$ cat config.mk
export PLATFORM = sky130hd
export DESIGN_NAME = mcp3201_emulator
export DESIGN_NICKNAME = d
export VERILOG_FILES = /design/src/rtl/mcp3201_emulator.sv
export SDC_FILE = /design/constraint.sdc
export NUM_CORES = 1
export LEC_CHECK = 0
export BUFFER_PORTS_ARGS = -buffer_cell sky130_fd_sc_hd__clkbuf_2
export CAP_MARGIN = 10
export CELL_PAD_IN_SITES_DETAIL_PLACEMENT = 0
export CELL_PAD_IN_SITES_GLOBAL_PLACEMENT = 2
export CORE_MARGIN = 2
export CORE_UTILIZATION = 28
export CTS_CLUSTER_DIAMETER = 30
export DETAILED_ROUTE_END_ITERATION = 16
export GPL_TIMING_DRIVEN = 0
export PLACE_DENSITY = 0.71
export REMOVE_ABC_BUFFERS = 1
export SLEW_MARGIN = 10
export SYNTH_ARGS = -nofsm -noshare
export SYNTH_HDL_FRONTEND = slang
export SYNTH_SLANG_ARGS = --single-unit
$ cat constraint.sdc
create_clock -name clk -period 2.3 [get_ports clk]
set_input_delay 0.69 -clock clk [delete_from_list [all_inputs] [get_ports clk]]
set_output_delay 0.69 -clock clk [all_outputs]
set_load 0.02 [all_outputs]
$ cat src/rtl/mcp3201_emulator.sv
// MCP3201-style SPI responder: latches adc_value at CS fall and shifts it out
// MSB-first then LSB-first, with pins synchronized into the clk domain.
module mcp3201_emulator #(
    parameter int SYNC_STAGES = 2,
    parameter int CNT_W       = 16
) (
    input  logic             clk,
    input  logic             rst,
    input  logic [11:0]      adc_value,
    input  logic             cs_pin_n,
    input  logic             clk_pin,
    output logic             miso_pin,
    output logic             miso_oe,
    output logic             busy,
    output logic             frame_done,
    output logic             short_frame,
    output logic [CNT_W-1:0] frame_count
);

    typedef enum logic [2:0] {
        IDLE,
        SAMPLE,
        MSB,
        LSB,
        ZERO
    } state_t;

    logic [SYNC_STAGES-1:0] cs_sync;
    logic [SYNC_STAGES-1:0] sck_sync;
    logic                   cs_prev;
    logic                   sck_prev;
    logic [2:0]             fill_cnt;

    logic cs_s;
    logic sck_s;
    logic cs_fall;
    logic cs_rise;
    logic sck_fall;
    logic fill_ok;

    always_ff @(posedge clk) begin
        if (rst) begin
            cs_sync  <= '1;
            sck_sync <= '0;
            cs_prev  <= 1'b1;
            sck_prev <= 1'b0;
            fill_cnt <= 3'd0;
        end else begin
            cs_sync  <= {cs_sync[SYNC_STAGES-2:0], cs_pin_n};
            sck_sync <= {sck_sync[SYNC_STAGES-2:0], clk_pin};
            cs_prev  <= cs_s;
            sck_prev <= sck_s;
            if (!fill_ok)
                fill_cnt <= fill_cnt + 3'd1;
        end
    end

    assign cs_s     = cs_sync[SYNC_STAGES-1];
    assign sck_s    = sck_sync[SYNC_STAGES-1];
    assign cs_fall  = cs_prev & ~cs_s;
    assign cs_rise  = ~cs_prev & cs_s;
    assign sck_fall = sck_prev & ~sck_s;
    // The reset value of the cs chain is not a real pin level; arm only once it has flushed.
    assign fill_ok  = (fill_cnt == 3'(SYNC_STAGES));

    state_t             state_q, state_d;
    logic [4:0]         n_q, n_d;
    logic [11:0]        shadow_q, shadow_d;
    logic               armed_q, armed_d;
    logic               miso_q, miso_d;
    logic               oe_q, oe_d;
    logic               done_q, done_d;
    logic               short_q, short_d;
    logic [CNT_W-1:0]   cnt_q, cnt_d;

    logic [4:0] n_inc;
    logic [4:0] msb_idx;
    logic [4:0] lsb_idx;

    always_ff @(posedge clk) begin
        if (rst) begin
            state_q  <= IDLE;
            n_q      <= 5'd0;
            shadow_q <= 12'd0;
            armed_q  <= 1'b0;
            miso_q   <= 1'b0;
            oe_q     <= 1'b0;
            done_q   <= 1'b0;
            short_q  <= 1'b0;
            cnt_q    <= '0;
        end else begin
            state_q  <= state_d;
            n_q      <= n_d;
            shadow_q <= shadow_d;
            armed_q  <= armed_d;
            miso_q   <= miso_d;
            oe_q     <= oe_d;
            done_q   <= done_d;
            short_q  <= short_d;
            cnt_q    <= cnt_d;
        end
    end

    assign n_inc   = (n_q == 5'd31) ? n_q : n_q + 5'd1;
    assign msb_idx = 5'd14 - n_inc;
    assign lsb_idx = n_inc - 5'd14;

    always_comb begin
        state_d  = state_q;
        n_d      = n_q;
        shadow_d = shadow_q;
        armed_d  = armed_q;
        miso_d   = miso_q;
        oe_d     = oe_q;
        done_d   = 1'b0;
        short_d  = 1'b0;
        cnt_d    = cnt_q;

        if (state_q == IDLE) begin
            oe_d = 1'b0;
            if (cs_s && fill_ok)
                armed_d = 1'b1;
            if (cs_fall && armed_q) begin
                shadow_d = adc_value;
                n_d      = 5'd0;
                miso_d   = 1'b0;
                oe_d     = 1'b1;
                armed_d  = 1'b0;
                state_d  = SAMPLE;
            end
        end else if (cs_rise) begin
            // CS rise takes priority over a coincident clock fall.
            state_d = IDLE;
            oe_d    = 1'b0;
            miso_d  = 1'b0;
            if (n_q >= 5'd15) begin
                done_d = 1'b1;
                cnt_d  = cnt_q + CNT_W'(1);
            end else begin
                short_d = 1'b1;
            end
        end else if (sck_fall) begin
            n_d = n_inc;
            unique case (state_q)
                SAMPLE: begin
                    if (n_inc == 5'd2) begin
                        miso_d  = 1'b0;
                        state_d = MSB;
                    end
                end
                MSB: begin
                    miso_d = shadow_q[msb_idx[3:0]];
                    if (n_inc == 5'd14)
                        state_d = LSB;
                end
                LSB: begin
                    miso_d = shadow_q[lsb_idx[3:0]];
                    if (n_inc == 5'd25)
                        state_d = ZERO;
                end
                ZERO: begin
                    miso_d = 1'b0;
                end
                default: ;
            endcase
        end
    end

    assign miso_pin    = miso_q;
    assign miso_oe     = oe_q;
    assign busy        = (state_q != IDLE);
    assign frame_done  = done_q;
    assign short_frame = short_q;
    assign frame_count = cnt_q;

endmodule

==> results of run 1 <==
==> per-layer routing <==
metal,share of wire,track usage
met3,0.027,0.0264
met5,0,0
met4,0.010,0.0379
met2,0.47,0.212
met1,0.49,0.201
==> final timing paths <==
kind	start	to	slack, ps	depth (start not counted)
max	n_q[0]	miso_pin	-60	11
min	cs_sync[0]	cs_sync[1]	420	1
max reg2reg	n_q[0]	miso_pin	-60	11
min reg2reg	cs_sync[0]	cs_sync[1]	420	1
==> sequential cells by signal, summed over array words and instances, names as in the netlist, 2 cells and up <==
signal	cells
sck_sync	2
cs_sync	2
frame_count	16
n_q	5
fill_cnt	3
shadow_q	12
state_q	3
==> area by class of cell <==
| cell class | instances | area [um^2] | share of cell area |
|---|---|---|---|
| sequential | 50 | 1020 | 0.309 |
| multi-input combinational | 249 | 1690 | 0.512 |
| clock buffer | 5 | 68.8 | 0.0208 |
| inverter | 9 | 36.3 | 0.0110 |
| tap | 111 | 139 | 0.0421 |
| timing repair buffer | 54 | 319 | 0.0966 |
| clock inverter | 3 | 28.8 | 0.00872 |
==> per-stage QoR <==
stage,setup WS (ps),setup TNS (ps),utilization
6_report,-56.5,-56.5,0.361
3_5_place_dp,-1020,-6710,0.311
3_3_place_gp,-1030,-8320,0.311
4_1_cts,-57.8,-57.8,0.343
5_1_grt,-200,-217,0.361
2_1_floorplan,-401,-490,-
==> timing repair <==
| action | in CTS | in global routing |
|---|---|---|
| endpoints found under the setup margin | 24 | 10 |
| endpoints found under the hold margin | 0 | 0 |
| setup buffers | 9 | 9 |
| gates resized for setup | 32 | 26 |
| pin swaps | 7 | 19 |
==> logic make-up (layout without fill, tap and decap cells) <==
| family | after synthesis | in the layout | share of synthesized area |
|---|---|---|---|
| simple gates | 146 | 146 | 0.274 |
| flops | 50 | 50 | 0.384 |
| buf+inv | 26 | 71 | 0.0437 |
| mux | 8 | 8 | 0.0322 |
| fa+ha+maj | 8 | 8 | 0.0384 |
| compound gates | 69 | 69 | 0.168 |
| xor+xnor | 18 | 18 | 0.0605 |
==> synthesized netlist by cell type (all sizes together) (3+ instances only) <==
cell type | n | area [um^2]
o21ai | 12 | 60.1
ha | 8 | 100
nand3 | 7 | 35.0
nand2b | 6 | 37.5
mux2i | 5 | 50.1
a31oi | 3 | 18.8
and3 | 4 | 25.0
or3 | 4 | 25.0
xor2 | 6 | 52.6
nand2 | 53 | 201
inv | 9 | 33.8
dfxtp | 50 | 1000
buf | 8 | 45.0
nor3b | 3 | 22.5
o22ai | 4 | 25.0
nor2 | 32 | 120
a21oi | 31 | 166
nor3 | 11 | 60.1
or2 | 5 | 31.3
nand4 | 5 | 31.3
nor2b | 6 | 37.5
clkbuf | 9 | 35.0
mux2 | 3 | 33.8
xnor2 | 12 | 105
==> worst register-to-register path, delay by kind of cell (launching register included) <==
family,cells,cell delay [ps]
and+or+nand+nor,3,370
AOI/OAI and AO/OA,5,960
buffers and inverters,1,40
DFF,1,410
adders and majority gates,2,480
==> power groups by stage <==
stage | Clock [mW] | Sequential, mW | Combinational, mW
global route | 0.631 | 0.932 | 0.181
finish | 0.565 | 0.926 | 0.150
detailed placement | 0 | 0.951 | 0.147
floorplan | 0 | 0.944 | 0.0980
global placement | 0 | 0.949 | 0.144
CTS | 0.589 | 0.929 | 0.151
==> flow_metrics.env, run 1 <==
export IMPL_clkSinkCount=50
export IMPL_p_comb_frac=0.091
export IMPL_power_density_mw_per_mm2=497
export IMPL_firstDrtPassIters=4
export IMPL_mostFrequentLayoutCells="49 x nand2_1, 42 x dfxtp_1, 36 x clkbuf_2"
export IMPL_ioPinCount=37
export IMPL_fin_skew_ps=14.4
export IMPL_numCtsBuffers=5
export IMPL_drt_wl_total_um=6730
export IMPL_synth_warnings=0
export IMPL_p_total_mw=1.64
export IMPL_place_congestion=0.826
export IMPL_clk_latency_ps=310
export IMPL_grt_pass1_vias=2273
export IMPL_seqPwrFrac=0.565
export IMPL_start_kind="flop"
export IMPL_place_area_mm2=0.00285
export IMPL_drtIter0Drc=71
export IMPL_max_slew_margin=0.298
export IMPL_path_common_cell="ha_4"
export IMPL_slew_violations=0
export IMPL_die_area_mm2=0.0101
export IMPL_hold_viol=0
export IMPL_ctsHoldBuffers=0
export IMPL_num_rows=35
export IMPL_syn2layout_area_growth_pct=26.7
export IMPL_rsz0062_at_grt="true"
export IMPL_crit_path_max_incr_delay_ps=410
export IMPL_fmax_mhz=424
export IMPL_swShare=0.275
export IMPL_initial_core_util=0.285
export IMPL_finalSetupViolCount=1
export IMPL_ctsRootBufferMaster="clkbuf_8"
export IMPL_status="complete, but fails checks"
export IMPL_wl_per_cell_um=14.0
export IMPL_syn_inst=325
export IMPL_dp_hpwl_um=4350
export IMPL_path_class="flop to flop"
export IMPL_cp_arrival_ps=2570
export IMPL_mostFrequentLayoutCell="nand2_1"
export IMPL_cts_buffer_depth=2
export IMPL_ys_seq_area_frac=0.384
export IMPL_final_period_utilization=1.02
export IMPL_h_tree_depth=2
export IMPL_fin_nets=393
export IMPL_slowest_stage="dfxtp_4"
export IMPL_ys_ff_latch=50
export IMPL_cts_clk_slew_worst_paths_ps=110
export IMPL_peakVddDrop_mv=0.323
export IMPL_violations="negative setup slack"
export IMPL_dp_cells=455
export IMPL_hold_path_class="flop to flop"
export IMPL_cp_top_family="compound AO/OA/AOI/OAI gates"
export IMPL_endpoint_kind="flop"
export IMPL_die_h_um=100
export IMPL_grt_max_degree=52
export IMPL_syn_avg_cell_area_um2=8.02
export IMPL_layout_cells_non_filler=481
export IMPL_grt_pass1_wl_um=11300
export IMPL_async_flop_share=0
export IMPL_min_period_ps=2360
export IMPL_drc=0
export IMPL_grt_overflow_total=0
export IMPL_fin_hold_ws_ps=416
export IMPL_synth_edff_count=0
export IMPL_antenna_found_initial=0
export IMPL_nFillCells=977
export IMPL_switching_power_uw=451
export IMPL_worst_slack_ps=-56.5
export IMPL_ys_flop_type="dfxtp_1"
export IMPL_cts_tree="yes"
export IMPL_worstPathMaxFanout=8
export IMPL_detail_route_antenna_nets=0
export IMPL_final_area_mm2=0.00330
export IMPL_synth_distinct_cells=56
export IMPL_avgViaCountPerCell=4.94
export IMPL_numPortBuffers=36
export IMPL_diodes=0
export IMPL_worstPathRequired_ps=2510
export IMPL_p_int_mw=1.19
export IMPL_power_leakage_nw=1.20
export IMPL_core_area_mm2=0.00915
export IMPL_tightest_slew_ps=1050
export IMPL_drive_above_1_share=0.314
export IMPL_vias=2377
export IMPL_path_cells="ha_4, nand4_1, nand2_1, nand2_2, ha_4, inv_1, a311o_1, a21oi_2, o2111ai_2, a211o_1, a31oi_1"
export IMPL_clkPwrFrac=0.344
export IMPL_die_width_um=100
export IMPL_cp_buffers_inverters=1
export IMPL_grt_use_total=0.139
export IMPL_maxCapViolations=0
export IMPL_synth_area_mm2=0.00261
Note: power is estimated with default switching activity, not from simulation.
==> run 2: changes to the inputs <==
--- a/config.mk
+++ b/config.mk
@@ -10,11 +10,11 @@
 export CELL_PAD_IN_SITES_DETAIL_PLACEMENT = 0
 export CELL_PAD_IN_SITES_GLOBAL_PLACEMENT = 2
 export CORE_MARGIN = 2
-export CORE_UTILIZATION = 28
+export CORE_UTILIZATION = 30
 export CTS_CLUSTER_DIAMETER = 30
 export DETAILED_ROUTE_END_ITERATION = 16
 export GPL_TIMING_DRIVEN = 0
-export PLACE_DENSITY = 0.71
+export PLACE_DENSITY_LB_ADDON = 0.15
 export REMOVE_ABC_BUFFERS = 1
 export SLEW_MARGIN = 10
 export SYNTH_ARGS = -nofsm -noshare
==> run 2 against run 1 <==
Against the previous run: the flow now finishes without violations; flip-flop and latch count stayed put; critical path depth is 1 lower; sequential share of layout area is 0.29 points higher; critical endpoint unchanged; largest cell class unchanged; largest power group unchanged; highest routed layer unchanged.
==> flow_metrics.env, run 2 (synthesis gave the netlist of run 1 again) <==
export IMPL_worstPathMaxFanout=7
export IMPL_r2r_cells=10
export IMPL_path_class="flop to flop"
export IMPL_cp_arrival_ps=2510
export IMPL_antenna_found_initial=0
export IMPL_grt_pass1_wl_um=11100
export IMPL_finalSetupViolCount=0
export IMPL_wl_per_cell_um=14.1
export IMPL_power_leakage_nw=1.19
export IMPL_die_h_um=97.2
export IMPL_grt_pass1_vias=2207
export IMPL_clkSinkCount=50
export IMPL_drc=0
export IMPL_grt_use_total=0.143
export IMPL_syn2layout_area_growth_pct=25.2
export IMPL_hold_path_class="flop to flop"
export IMPL_power_density_mw_per_mm2=514
export IMPL_endpoint_kind="flop"
export IMPL_dp_cells=452
export IMPL_fin_tns_setup_ps=0
export IMPL_detail_route_antenna_nets=0
export IMPL_whs_path_depth=1
export IMPL_min_period_ps=2290
export IMPL_num_rows=34
export IMPL_status="completed"
export IMPL_largest_reg_flops=16
export IMPL_dp_hpwl_um=4410
export IMPL_h_tree_depth=2
export IMPL_peakVddDrop_mv=0.205
export IMPL_cts_clk_slew_worst_paths_ps=100
export IMPL_mostFrequentLayoutCells="51 x nand2_1, 42 x dfxtp_1, 36 x clkbuf_2"
export IMPL_final_period_utilization=0.994
export IMPL_firstDrtPassIters=4
export IMPL_grt_overflow_total=0
export IMPL_fin_skew_ps=8.61
export IMPL_max_slew_margin=0.288
export IMPL_worstPathRequired_ps=2520
export IMPL_clk_latency_ps=310
export IMPL_hold_viol=0
export IMPL_pre_cts_ws_ps=-990
export IMPL_place_congestion=0.809
export IMPL_avgViaCountPerCell=5.00
export IMPL_numPortBuffers=36
export IMPL_die_width_um=97.2
export IMPL_mostFrequentLayoutCell="nand2_1"
export IMPL_rsz0062_at_grt="true"
export IMPL_vias=2370
export IMPL_drive_above_1_share=0.303
export IMPL_cts_tree="yes"
export IMPL_diodes=0
export IMPL_worst_slack_ps=12.9
export IMPL_drt_wl_total_um=6670
export IMPL_start_kind="flop"
export IMPL_maxCapViolations=0
export IMPL_slew_violations=0
export IMPL_numCtsBuffers=5
export IMPL_layout_cells_non_filler=474
export IMPL_initial_core_util=0.305
export IMPL_final_util=0.382
export IMPL_die_area_mm2=0.00945
export IMPL_fmax_mhz=437
export IMPL_ioPinCount=37
export IMPL_cts_buffer_depth=2
export IMPL_ctsRootBufferMaster="clkbuf_8"
export IMPL_tightest_slew_ps=1070
export IMPL_fin_nets=389
export IMPL_grt_max_degree=52
export IMPL_ctsHoldBuffers=0
export IMPL_drtIter0Drc=118
export IMPL_core_area_mm2=0.00855
[run 2: cell count changes in the layout (fill, tap and decap cells not counted), sizes merged]
| cell | delta |
|---|---|
| buf | -4 |
| clkbuf | +2 |
| clkinv | -1 |
| inv | -1 |
[run 2: final cells by class]
cell class | count | area [um^2]
Multi-Input combinational cell | 249 | 1680
Timing Repair Buffer | 50 | 293
Tap cell | 108 | 135
Inverter | 9 | 36.3
Clock inverter | 1 | 8.76
Clock buffer | 7 | 96.3
Sequential cell | 50 | 1020
Fill cell | 919 | 5290
[run 2: layer usage]
layer  track usage  share of wire  vias up
li1              -              -     1203
met1         0.214           0.52     1127
met2         0.209           0.44       38
met3        0.0288          0.036        2
met4        0.0336         0.0055        0
met5             0              0        -
[run 2: critical path, stage by stage, from the launching register on]
cell and delay, ps:
dfxtp_4 390, ha_4 190, and4_4 190, nand2_4 100
nand2_2 70, ha_4 170, a221oi_4 220, xor2_1 260
mux2i_1 120, or3_1 320, a31oi_1 160
[run 2: through the flow]
step           area (um^2)  power [mW]  hold slack [ps]
4_1_cts               3140        1.71              423
2_1_floorplan         2530        1.04              389
3_3_place_gp          2840        1.10              391
5_1_grt               3260        1.76              454
6_report              3260        1.68              418
3_5_place_dp          2850        1.10              398
[run 2: timing repair]
action	CTS	global route
buffers inserted	9	5
resized for setup	32	19
setup endpoints to repair	26	10
pin swaps	13	13
[run 2: report_power, final]
group | internal (mW) | switching (mW)
registers | 0.898 | 0.0293
logic | 0.0665 | 0.0892
clock network | 0.277 | 0.318
total | 1.24 | 0.437
[run 2: final timing paths]
| check | startpoint | endpoint | slack (ps) |
|---|---|---|---|
| min | cs_sync[0] | cs_sync[1] | 420 |
| max reg2reg | n_q[0] | miso_pin | 10 |
| max | n_q[0] | miso_pin | 10 |
| min reg2reg | cs_sync[0] | cs_sync[1] | 420 |
